$ cat src/rtl/example_core_stream_packer_if.sv
// Stream packer bundle: narrow beat input, packed word output with FIFO status.
// The DUT takes the slave modport; the producer/consumer side takes master.
interface example_core_stream_packer_if #(
    parameter int DATA_WIDTH = 8,
    parameter int PACK       = 4,
    parameter int FIFO_DEPTH = 4
);
    logic                           valid_in_i;
    logic [DATA_WIDTH-1:0]          data_in_i;
    logic                           flush_i;
    logic [DATA_WIDTH*PACK-1:0]     word_o;
    logic                           word_valid_o;
    logic                           word_ready_i;
    logic [$clog2(FIFO_DEPTH):0]    level_o;
    logic                           overflow_o;
    logic                           clear_ovf_i;

    modport slave (
        input  valid_in_i, data_in_i, flush_i, word_ready_i, clear_ovf_i,
        output word_o, word_valid_o, level_o, overflow_o
    );

    modport master (
        output valid_in_i, data_in_i, flush_i, word_ready_i, clear_ovf_i,
        input  word_o, word_valid_o, level_o, overflow_o
    );
endinterface

$ cat src/rtl/example_core_stream_packer.sv
// Packs PACK narrow beats little-endian into one word and queues it in a small FIFO.
// Optional macro EXAMPLE_CORE_DROP_CNT_EN adds an 8-bit saturating dropped-word counter.
module example_core_stream_packer #(
    parameter int DATA_WIDTH = 8,
    parameter int PACK       = 4,
    parameter int FIFO_DEPTH = 4
) (
    input  logic clk_i,
    input  logic rst_i,
    example_core_stream_packer_if.slave bus
`ifdef EXAMPLE_CORE_DROP_CNT_EN
    ,
    output logic [7:0] drop_cnt_o
`endif
);
    localparam int CNT_W  = $clog2(PACK);
    localparam int PTR_W  = $clog2(FIFO_DEPTH);
    localparam int LVL_W  = PTR_W + 1;
    localparam int WORD_W = DATA_WIDTH * PACK;

    logic [CNT_W-1:0]                   cnt_reg, cnt_next;
    logic [PACK-2:0][DATA_WIDTH-1:0]    lanes_reg;
    logic [WORD_W-1:0]                  mem [FIFO_DEPTH];
    logic [PTR_W-1:0]                   wr_ptr_reg, rd_ptr_reg, rd_ptr_next;
    logic [LVL_W-1:0]                   level_reg, level_next;
    logic [WORD_W-1:0]                  word_reg, word_next, new_word;
    logic                               ovf_reg;

    logic beat, last_beat, full, pop, push, drop;

    always_comb begin
        beat      = bus.valid_in_i && !bus.flush_i;
        last_beat = beat && (cnt_reg == CNT_W'(PACK - 1));
        full      = (level_reg == LVL_W'(FIFO_DEPTH));
        pop       = (level_reg != '0) && bus.word_ready_i;
        push      = last_beat && (!full || pop);
        drop      = last_beat && full && !pop;
        // The final lane is never stored: it goes straight from the input into the word.
        new_word  = {bus.data_in_i, lanes_reg};
    end

    always_comb begin
        cnt_next = cnt_reg;
        if (bus.flush_i)
            cnt_next = '0;
        else if (beat)
            cnt_next = last_beat ? '0 : cnt_reg + CNT_W'(1);
    end

    always_comb begin
        level_next = level_reg;
        case ({push, pop})
            2'b10:   level_next = level_reg + LVL_W'(1);
            2'b01:   level_next = level_reg - LVL_W'(1);
            default: level_next = level_reg;
        endcase
        rd_ptr_next = pop ? rd_ptr_reg + PTR_W'(1) : rd_ptr_reg;
        // A word written this edge that becomes the new head is bypassed past the array.
        word_next = (push && (wr_ptr_reg == rd_ptr_next)) ? new_word : mem[rd_ptr_next];
    end

    for (genvar gi = 0; gi < PACK - 1; gi++) begin : g_lane
        always_ff @(posedge clk_i) begin
            if (rst_i || bus.flush_i)
                lanes_reg[gi] <= '0;
            else if (beat && (cnt_reg == CNT_W'(gi)))
                lanes_reg[gi] <= bus.data_in_i;
        end
    end

    always_ff @(posedge clk_i) begin
        if (push)
            mem[wr_ptr_reg] <= new_word;
    end

    always_ff @(posedge clk_i) begin
        if (rst_i) begin
            cnt_reg    <= '0;
            wr_ptr_reg <= '0;
            rd_ptr_reg <= '0;
            level_reg  <= '0;
            word_reg   <= '0;
            ovf_reg    <= 1'b0;
        end else begin
            cnt_reg    <= cnt_next;
            wr_ptr_reg <= push ? wr_ptr_reg + PTR_W'(1) : wr_ptr_reg;
            rd_ptr_reg <= rd_ptr_next;
            level_reg  <= level_next;
            word_reg   <= word_next;
            if (drop)
                ovf_reg <= 1'b1;
            else if (bus.clear_ovf_i)
                ovf_reg <= 1'b0;
        end
    end

`ifdef EXAMPLE_CORE_DROP_CNT_EN
    logic [7:0] drop_cnt_reg;

    always_ff @(posedge clk_i) begin
        if (rst_i)
            drop_cnt_reg <= '0;
        else if (drop)
            drop_cnt_reg <= bus.clear_ovf_i ? 8'd1 :
                            (drop_cnt_reg == 8'hFF) ? 8'hFF : drop_cnt_reg + 8'd1;
        else if (bus.clear_ovf_i)
            drop_cnt_reg <= '0;
    end

    assign drop_cnt_o = drop_cnt_reg;
`endif

    assign bus.word_o       = word_reg;
    assign bus.word_valid_o = (level_reg != '0);
    assign bus.level_o      = level_reg;
    assign bus.overflow_o   = ovf_reg;
endmodule

$ cat src/flat_wrapper.sv
// flat-port wrapper written by rule: the top's interface ports become plain ports
module example_core_stream_packer_flat 
#(
    parameter int DATA_WIDTH = 8,
    parameter int PACK       = 4,
    parameter int FIFO_DEPTH = 4
)
  (clk_i, rst_i, bus_valid_in_i, bus_data_in_i, bus_flush_i, bus_word_ready_i, bus_clear_ovf_i, bus_word_o, bus_word_valid_o, bus_level_o, bus_overflow_o);
  example_core_stream_packer_if #(.DATA_WIDTH(DATA_WIDTH), .PACK(PACK), .FIFO_DEPTH(FIFO_DEPTH)) bus_i ();
  input  logic clk_i;
  input  logic rst_i;
  input wire logic [$bits(bus_i.valid_in_i)-1:0] bus_valid_in_i;
  input wire logic [$bits(bus_i.data_in_i)-1:0] bus_data_in_i;
  input wire logic [$bits(bus_i.flush_i)-1:0] bus_flush_i;
  input wire logic [$bits(bus_i.word_ready_i)-1:0] bus_word_ready_i;
  input wire logic [$bits(bus_i.clear_ovf_i)-1:0] bus_clear_ovf_i;
  output wire logic [$bits(bus_i.word_o)-1:0] bus_word_o;
  output wire logic [$bits(bus_i.word_valid_o)-1:0] bus_word_valid_o;
  output wire logic [$bits(bus_i.level_o)-1:0] bus_level_o;
  output wire logic [$bits(bus_i.overflow_o)-1:0] bus_overflow_o;
  assign bus_i.valid_in_i = bus_valid_in_i;
  assign bus_i.data_in_i = bus_data_in_i;
  assign bus_i.flush_i = bus_flush_i;
  assign bus_i.word_ready_i = bus_word_ready_i;
  assign bus_i.clear_ovf_i = bus_clear_ovf_i;
  assign bus_word_o = bus_i.word_o;
  assign bus_word_valid_o = bus_i.word_valid_o;
  assign bus_level_o = bus_i.level_o;
  assign bus_overflow_o = bus_i.overflow_o;
  example_core_stream_packer #(.DATA_WIDTH(DATA_WIDTH), .PACK(PACK), .FIFO_DEPTH(FIFO_DEPTH)) u_core (.clk_i(clk_i), .rst_i(rst_i), .bus(bus_i));
endmodule
$ cat config.mk
export PLATFORM = sky130hd
export DESIGN_NAME = example_core_stream_packer_flat
export DESIGN_NICKNAME = d
export VERILOG_FILES = /design/src/rtl/example_core_stream_packer_if.sv /design/src/rtl/example_core_stream_packer.sv /design/src/flat_wrapper.sv
export SDC_FILE = /design/constraint.sdc
export NUM_CORES = 1
export LEC_CHECK = 0
export CAP_MARGIN = 5
export CORE_ASPECT_RATIO = 0.7
export CORE_MARGIN = 3
export CORE_UTILIZATION = 64
export CTS_CLUSTER_SIZE = 8
export DETAILED_ROUTE_END_ITERATION = 6
export PLACE_DENSITY = 0.85
export SLEW_MARGIN = 30
export SYNTH_ARGS = -nofsm -noshare
export SYNTH_HDL_FRONTEND = slang
export SYNTH_SLANG_ARGS = --single-unit
export TNS_END_PERCENT = 5
$ cat constraint.sdc
create_clock -name clk_i -period 4.5 [get_ports clk_i]
set_input_delay 0.675 -clock clk_i [delete_from_list [all_inputs] [get_ports clk_i]]
set_output_delay 0.675 -clock clk_i [all_outputs]
set_load 0.05 [all_outputs]
==> results of run 1 <==
## through the flow
step                      instance area, um2  setup WS, ns  instances  power (mW)
after floorplan                         8660          1.97        796        3.43
after global placement                  9230          1.32        968        3.80
after detailed placement                9230          1.21        968        3.89
after CTS                               9800          1.64       1000        5.36
after global routing                    9800          1.51       1000        5.59
final                                   9800          1.60       1000        5.37
## per-layer routing
layer / up-vias / global-route usage (%)
li1: 3018 / -
met1: 3253 / 37.4
met5: - / 0
met4: 0 / 11.9
met3: 38 / 4.09
met2: 357 / 47.0
## critical path, stage by stage
cell             delay, ns
clkdlybuf4s50_1       0.59
nor4b_1               0.13
nor2_1                0.48
and2_1                0.69
buf_4                 0.42
## power by group
group          internal, mW  total [mW]  switching [mW]
Sequential             1.99        2.11           0.120
Clock                 0.803        1.49           0.682
Combinational         0.616        1.78            1.16
## cell families after synthesis
kind of cell / count (synthesis) / synth area share [%]
compound gates: 227 / 19.8
xor+xnor: 9 / 0.910
buf+inv: 83 / 3.77
mux: 1 / 0.116
simple gates: 273 / 14.4
flops: 194 / 59.6
fa+ha+maj: 9 / 1.39
## worst max path at each step
stage                          startpoint                to  slack (ns)  cells past startpoint
floorplan           u_core.bus.level_o[0]  u_core.mem[1][0]        1.97                      3
CTS                      bus_word_ready_i  u_core.mem[2][5]        1.64                      5
global route             bus_word_ready_i  u_core.mem[2][5]        1.51                      5
global placement         bus_word_ready_i  u_core.mem[3][7]        1.32                      5
detailed placement       bus_word_ready_i  u_core.mem[3][8]        1.21                      5
finish                   bus_word_ready_i  u_core.mem[3][9]        1.60                      5
## layout by cell type, fill, tap and decap left out, types with 3 or more instances in the layout
master,n
clkinvlp_4,3
nand2_1,91
nand3_1,24
inv_1,10
or3_1,3
nand3b_1,34
edfxtp_1,128
dfxtp_1,64
o21ai_0,34
buf_4,15
a21oi_1,62
xnor2_1,7
a22o_1,30
ha_1,8
nor3_1,5
nor2_1,100
o311ai_0,31
a32o_1,60
clkdlybuf4s50_1,50
inv_6,4
clkbuf_16,17
and2_1,4
## cell type report
type | count | area share [%]
inverter | 10 | 0.383
clock inverter | 13 | 1.28
sequential | 194 | 52.7
tap | 180 | 2.30
clock buffer | 19 | 4.62
multi-input combinational | 519 | 32.4
timing repair buffer | 65 | 6.25
==> impl.org, run 1 <==
** Global routing
- Total GRT Usage :: 27.9%
- The number of global-route vias before repair is 6433.
- Entering global routing, the biggest net connects 86 pins.
- Number of antenna violations at the first check in global routing :: 0
- Total gr overflow :: 0
- Global-route wire length before repair :: 33000 um

** Floorplanning
- The die covers 15000 um2.
- Die width :: 145 um
- After floorplanning, the core was divided into 34 placement rows.
- Core outline area :: 12800 um2
- I/O pins :: 51
- The die is 103 um tall.
- The initial utilization of the core area, before any placement, comes to 67.7%.

** Cells and area
- The register with the most flip-flops in the layout has 128 of them.
- After the last flow step, the layout net total stands at 830.
- Final Util :: 76.6%
- From synthesis to final layout, the design area changed by 13.1%.
- Cells with a size suffix above 1 make up 6.59% of the layout.
- Footprint of the flip-flops and latches :: 5170 um2
- Number of diodes :: 0
- Area used by multi-input combinational logic :: 3180 um2
- Number of fillers in the final layout :: 805

** Pwr
- Static leakage power :: 3.30 nW
- Worst supply voltage drop on vdd :: 0.000381 V
- Power per unit of standard cell area :: 548 nW/um2

** Synth
- For this run, the leading register cell type out of synthesis is edfxtp_1.
- Dividing the synthesized area by the synthesized cell count gives 10.9 um2.
- Number of enable flip-flop cells after synthesis :: 128
- In the post-synthesis netlist, the cell with the most instances is edfxtp_1.
- Cell types with the largest area share after synthesis :: edfxtp_1, dfxtp_1, a32o_1
- The netlist uses 40 different library cells.
- Of all cell types, the one taking the most synthesized area is edfxtp_1.
- The synthesized design contains 194 register bits.
- Fraction of registers with async set or reset after synthesis :: 0%
- Warnings, synthesis :: 0
- Sorting the synthesized cells by how often they occur yields edfxtp_1, nor2_1, nand2_1, dfxtp_1, a21oi_1.
- Of the post-synthesis cell area, the dominant cell type holds 44.4%.
- When the netlist entered floorplanning its net count stood at 819.
- The synthesized netlist occupies a cell area of 8660 um2.
- Number of instances in the synthesized netlist :: 796
- For this run, the register share of the synthesized area comes to 59.6%.

** CTS
- Clk root buf :: clkbuf_16
- Buffers inserted to repair hold after CTS numbered 0.
- Buffers from clock root to sink, at most :: 2
- Clock latency on the worst-skew pair, taken at its later pin, is 0.43 ns.
- Post-CTS setup-driven buffer insertion count :: 0
- TritonCTS buffer count :: 17
- Worst-path clk slew :: 0.07 ns
- Clock tree from TritonCTS :: yes
- The tree built by TritonCTS fans out to 194 sinks.
- Number of resized instances in the post-cts repair step :: 0
- CTS HTree Levels :: 4

** Detailed routing
- Detail Route met2 WL :: 10200 um
- Routed signal wires occupy layers up through met4.
- The first routing iteration left 619 violations.
- Count of antenna-violating nets left after detailed routing :: 0
- In the routed design, unresolved DRC markers number 0.
- For this block, the via count after detailed routing is 6666.
- The detailed router put a total of 8640 um of wire on met1.
- After detailed routing, the met3 layer carries 1730 um of wire.
- Routed wire length :: 21000 um
- Dividing the detail-routed via count by the number of cells gives 6.67.
- DR WL/cell :: 21.0 um
- For this run, the detailed router's first-pass iteration total came to 5.

** Worst setup path
- For the worst setup path, the data arrival time is 3.00 ns.
- Reg-to-reg slack, setup :: 1.75 ns
- Data required, critical path :: 4.60 ns
- Count of cells along the worst register-to-register path :: 5
- The worst setup path is captured at a flip-flop.
- The endpoint identified for the worst register-to-register timing path is u_core.mem[3][9].
- In this run the critical register-to-register path is launched from u_core.cnt_reg[0].
- Maximum fanout count along the critical path :: 19
- The worst setup path is of the in2reg kind.
- Kind of start point of the critical path :: input pin

** Run
- Reported max-cap violation count :: 0

** Min path
- Hold Path Class :: reg2reg
- Hold worst-path end :: u_core.bus.overflow_o
- Number of cells on the worst hold path :: 2
- Start point of the worst min-delay path :: u_core.bus.overflow_o

** Timing
- Max Transition Viols Final :: 0
- Total Negative Setup Slacks :: 0 ns
- Between clock sinks in the finished design, the worst skew comes to 0.0116 ns.
- Achievable frequency :: 0.344 GHz
- For the pin with the worst max-slew slack, the measured transition is 0.945 ns.
- Unrepaired setup endpoints after global routing :: false
- Setup violations remaining at the end of the flow were counted as 0.
- The worst path uses 64.5% of the clock period.
- The worst path in the final design needs a cycle of 2.90 ns, including I/O delays and setup.
- The total count of hold-check failures in the final report is 0.
- Final hold analysis gives a worst-case slack of 0.496 ns.
- In this run the tightest slew margin relative to its limit is 37.0%.

** Status
- Outcome :: completed

** Placement
- Routability-driven placement finished with a final weighted congestion of 0.859.
- The HPWL after detailed placement is 11900 um.
- Port buffering added 50 buffers.
(Power assumes the default switching activity.)
==> run 2: changes to the inputs <==
--- a/config.mk
+++ b/config.mk
@@ -8,10 +8,10 @@
 export CAP_MARGIN = 5
 export CORE_ASPECT_RATIO = 0.7
 export CORE_MARGIN = 3
-export CORE_UTILIZATION = 64
+export CORE_UTILIZATION = 59
 export CTS_CLUSTER_SIZE = 8
 export DETAILED_ROUTE_END_ITERATION = 6
-export PLACE_DENSITY = 0.85
+export PLACE_DENSITY = 0.79
 export SLEW_MARGIN = 30
 export SYNTH_ARGS = -nofsm -noshare
 export SYNTH_HDL_FRONTEND = slang
==> constraint.sdc (replaced) <==
create_clock -name clk_i -period 2.7 [get_ports clk_i]
set_input_delay 0.405 -clock clk_i [delete_from_list [all_inputs] [get_ports clk_i]]
set_output_delay 0.405 -clock clk_i [all_outputs]
set_load 0.05 [all_outputs]
==> impl.org, run 2 (synthesis results as in run 1) <==
** Cells and area
- Leading cell type in the layout, fill and taps excluded :: edfxtp_1
- Final Util :: 70.1%
- Number of fillers in the final layout :: 1005
- The number of antenna diodes in the final layout is 0.
- Flip-flop count of the largest register, all copies and words added :: 128
- Across the whole layout, storage elements account for 5170 um2.
- Nets :: 836
- Syn-to-layout area delta :: 14.5%
- Cells with a size suffix above 1 make up 6.78% of the layout.
- Most frequent cells in the layout :: edfxtp_1, nor2_1, nand2_1
- In the final layout, the multi-input gates occupy 3180 um2.

** Detailed routing
- Wire segments on met3 add up to 1890 um in the final route.
- After detailed routing, the number of remaining DRC violations is 0.
- Max layer used :: met4
- Count of antenna-violating nets left after detailed routing :: 0
- For this block, wires on met1 add up to 8720 um.
- Total number of vias :: 6588
- In the final routed layout, each cell accounts on average for 20.2 um.
- Iter 0 DRT Violations :: 729
- Routed wire length :: 20500 um
- Before antenna repair, the detailed router went through 6 iterations.
- Detail Route met2 WL :: 9630 um
- Dividing the detail-routed via count by the number of cells gives 6.48.

** Worst setup path
- Reg-to-reg critical path startpoint :: u_core.bus.level_o[2]
- CP max stage delay :: 0.70 ns
- Critical path capture point type :: output pin
- Worst path buffer plus inverter count :: 1
- Critical setup path kind :: reg2out
- STA classifies the critical path startpoint as a flip-flop.
- Count of cells along the worst register-to-register path :: 6
- For the worst setup path, the data arrival time is 1.93 ns.
- Of all nets on the critical path, the largest fanout is 8.
- The worst register-to-register path ends at u_core.bus.word_o[15].
- The cell family contributing the most delay on the critical path is buffers and inverters.
- STA puts the critical path data required time at 2.30 ns.
- Reg-to-reg slack, setup :: 0.47 ns
- Critical-path cell list :: or3_1 -> clkdlybuf4s50_1
- Slowest stage cell on the critical path :: clkdlybuf4s50_1

** Global routing
- Total gr overflow :: 0
- Number of antenna violations at the first check in global routing :: 0
- The number of global-route vias before repair is 6175.
- Pin count of the biggest net entering global routing :: 81
- Global routing consumed, over all layers together, 26.0% of the routing resources.
- Global-route wire length before repair :: 32300 um

** CTS
- Number of resized instances in the post-cts repair step :: 0
- TritonCTS buffer count :: 17
- Clock Latency Late Sink :: 0.44 ns
- Clk root buf :: clkbuf_16
- After clock tree synthesis, the clock-pin slew on the worst setup and hold paths is 0.07 ns.
- In this run the post-CTS setup repair buffer count came out at 0.
- CTS HTree Levels :: 4
- Counting along the longest clock path gives a buffer depth of 2.
- For this design, the sink count on the clock tree is 194.
- Number of hold buffers added after CTS :: 0
- TritonCTS built the clock tree.

** Floorplanning
- Core outline area :: 14100 um2
- Die width :: 151 um
- Die Height :: 107 um
- 51 I/O pins were placed.
- The floorplan step defined a die boundary enclosing 16200 um2.
- Starting density of the core :: 61.3%
- Site Rows :: 36

** Timing
- Headroom to the max-slew limit came out at 51.1%.
- The max-slew violation total from the final report was 0.
- Of the available clock period, the critical path in the final layout requires 86.6%.
- Min Clock Period, post-route :: 2.34 ns
- Setup violations remaining at the end of the flow were counted as 0.
- Based on the critical path, the design can be clocked at up to 0.428 GHz.
- Slew at the pin with the worst max-slew slack :: 0.733 ns
- Unrepaired setup endpoints after global routing :: false
- For the final routed database, the setup TNS stands at 0 ns.
- The total count of hold-check failures in the final report came to 0.
- Clock skew on the completed layout was measured at 0.00875 ns.

** Min path
- The worst hold path was traced through 2 stages.
- Hold worst-path end :: u_core.bus.overflow_o
- Start point of the worst min-delay path :: u_core.bus.overflow_o
- Hold Path Class :: reg2reg

** Pwr
- Static leakage power :: 3.36 nW
- Dividing total power by cell area gives a power density of 921 nW/um2.
- IR analysis of the VDD net gives a maximum drop of 0.000577 V.

** Placement
- Buffers placed on the I/O ports in this run total 50.
- Detailed placement ended at an HPWL of 11800 um.
- Routability-driven placement finished with a final weighted congestion of 0.771.

** Run
- Reported max-cap violation count :: 0

** Status
- Outcome :: completed
-- run 2: how the worst max path moves through the flow --
stage                     depth (start not counted)  slack (ns)                    end                   from
after detailed placement                          9        0.18  u_core.bus.level_o[2]       bus_word_ready_i
final                                             2        0.36       bus_word_valid_o  u_core.bus.level_o[2]
after CTS                                         2        0.35       bus_word_valid_o  u_core.bus.level_o[2]
after global routing                              2        0.30       bus_word_valid_o  u_core.bus.level_o[2]
after global placement                            9        0.19  u_core.bus.level_o[2]       bus_word_ready_i
after floorplan                                   3        0.17       u_core.mem[1][0]  u_core.bus.level_o[0]
-- run 2: routing by layer --
metal / vias up / track usage (%)
li1: 3035 / -
met1: 3213 / 36.4
met2: 306 / 40.5
met3: 34 / 5.98
met4: 0 / 8.86
met5: - / 0
-- run 2: power by group --
| part | leakage [nW] | total (mW) | switching, mW | internal (mW) |
|---|---|---|---|---|
| combinational | 1.33 | 3.07 | 1.99 | 1.08 |
| clock | 0.296 | 2.63 | 1.07 | 1.57 |
| sequential | 1.74 | 3.43 | 0.116 | 3.31 |
-- run 2: layout make-up --
type | instances | area share (%)
clock buffer | 21 | 4.54
clock inverter | 11 | 1.60
inverter | 10 | 0.379
multi-input combinational | 519 | 32.1
sequential | 194 | 52.1
tap | 190 | 2.40
timing repair buffer | 71 | 6.89
-- run 2: per-stage QoR --
stage	hold slack [ns]	worst slack [ns]	instances	total power, mW	cell area (um2)
2_1_floorplan	0.475	0.170	796	5.71	8660
3_5_place_dp	0.514	0.177	984	6.52	9310
5_1_grt	0.557	0.299	1016	9.55	9920
3_3_place_gp	0.478	0.193	984	6.41	9310
4_1_cts	0.531	0.348	1016	9.14	9920
6_report	0.520	0.362	1016	9.13	9920
-- run 2: tightest hold or removal path: stages (launching register included) --
cell     delay [ns]
dfxtp_1        0.33
a32oi_1        0.07
nor2_1         0.09
==> run 3: changes to the inputs <==
--- a/config.mk
+++ b/config.mk
@@ -5,6 +5,7 @@
 export SDC_FILE = /design/constraint.sdc
 export NUM_CORES = 1
 export LEC_CHECK = 0
+export ABC_AREA = 0
 export CAP_MARGIN = 5
 export CORE_ASPECT_RATIO = 0.7
 export CORE_MARGIN = 3
@@ -12,7 +13,7 @@
 export CTS_CLUSTER_SIZE = 8
 export DETAILED_ROUTE_END_ITERATION = 6
 export PLACE_DENSITY = 0.79
-export SLEW_MARGIN = 30
+export SLEW_MARGIN = 10
 export SYNTH_ARGS = -nofsm -noshare
 export SYNTH_HDL_FRONTEND = slang
 export SYNTH_SLANG_ARGS = --single-unit
==> results of run 3 <==
Same layout as run 2: the final DEF is identical, and so are final timing and power.
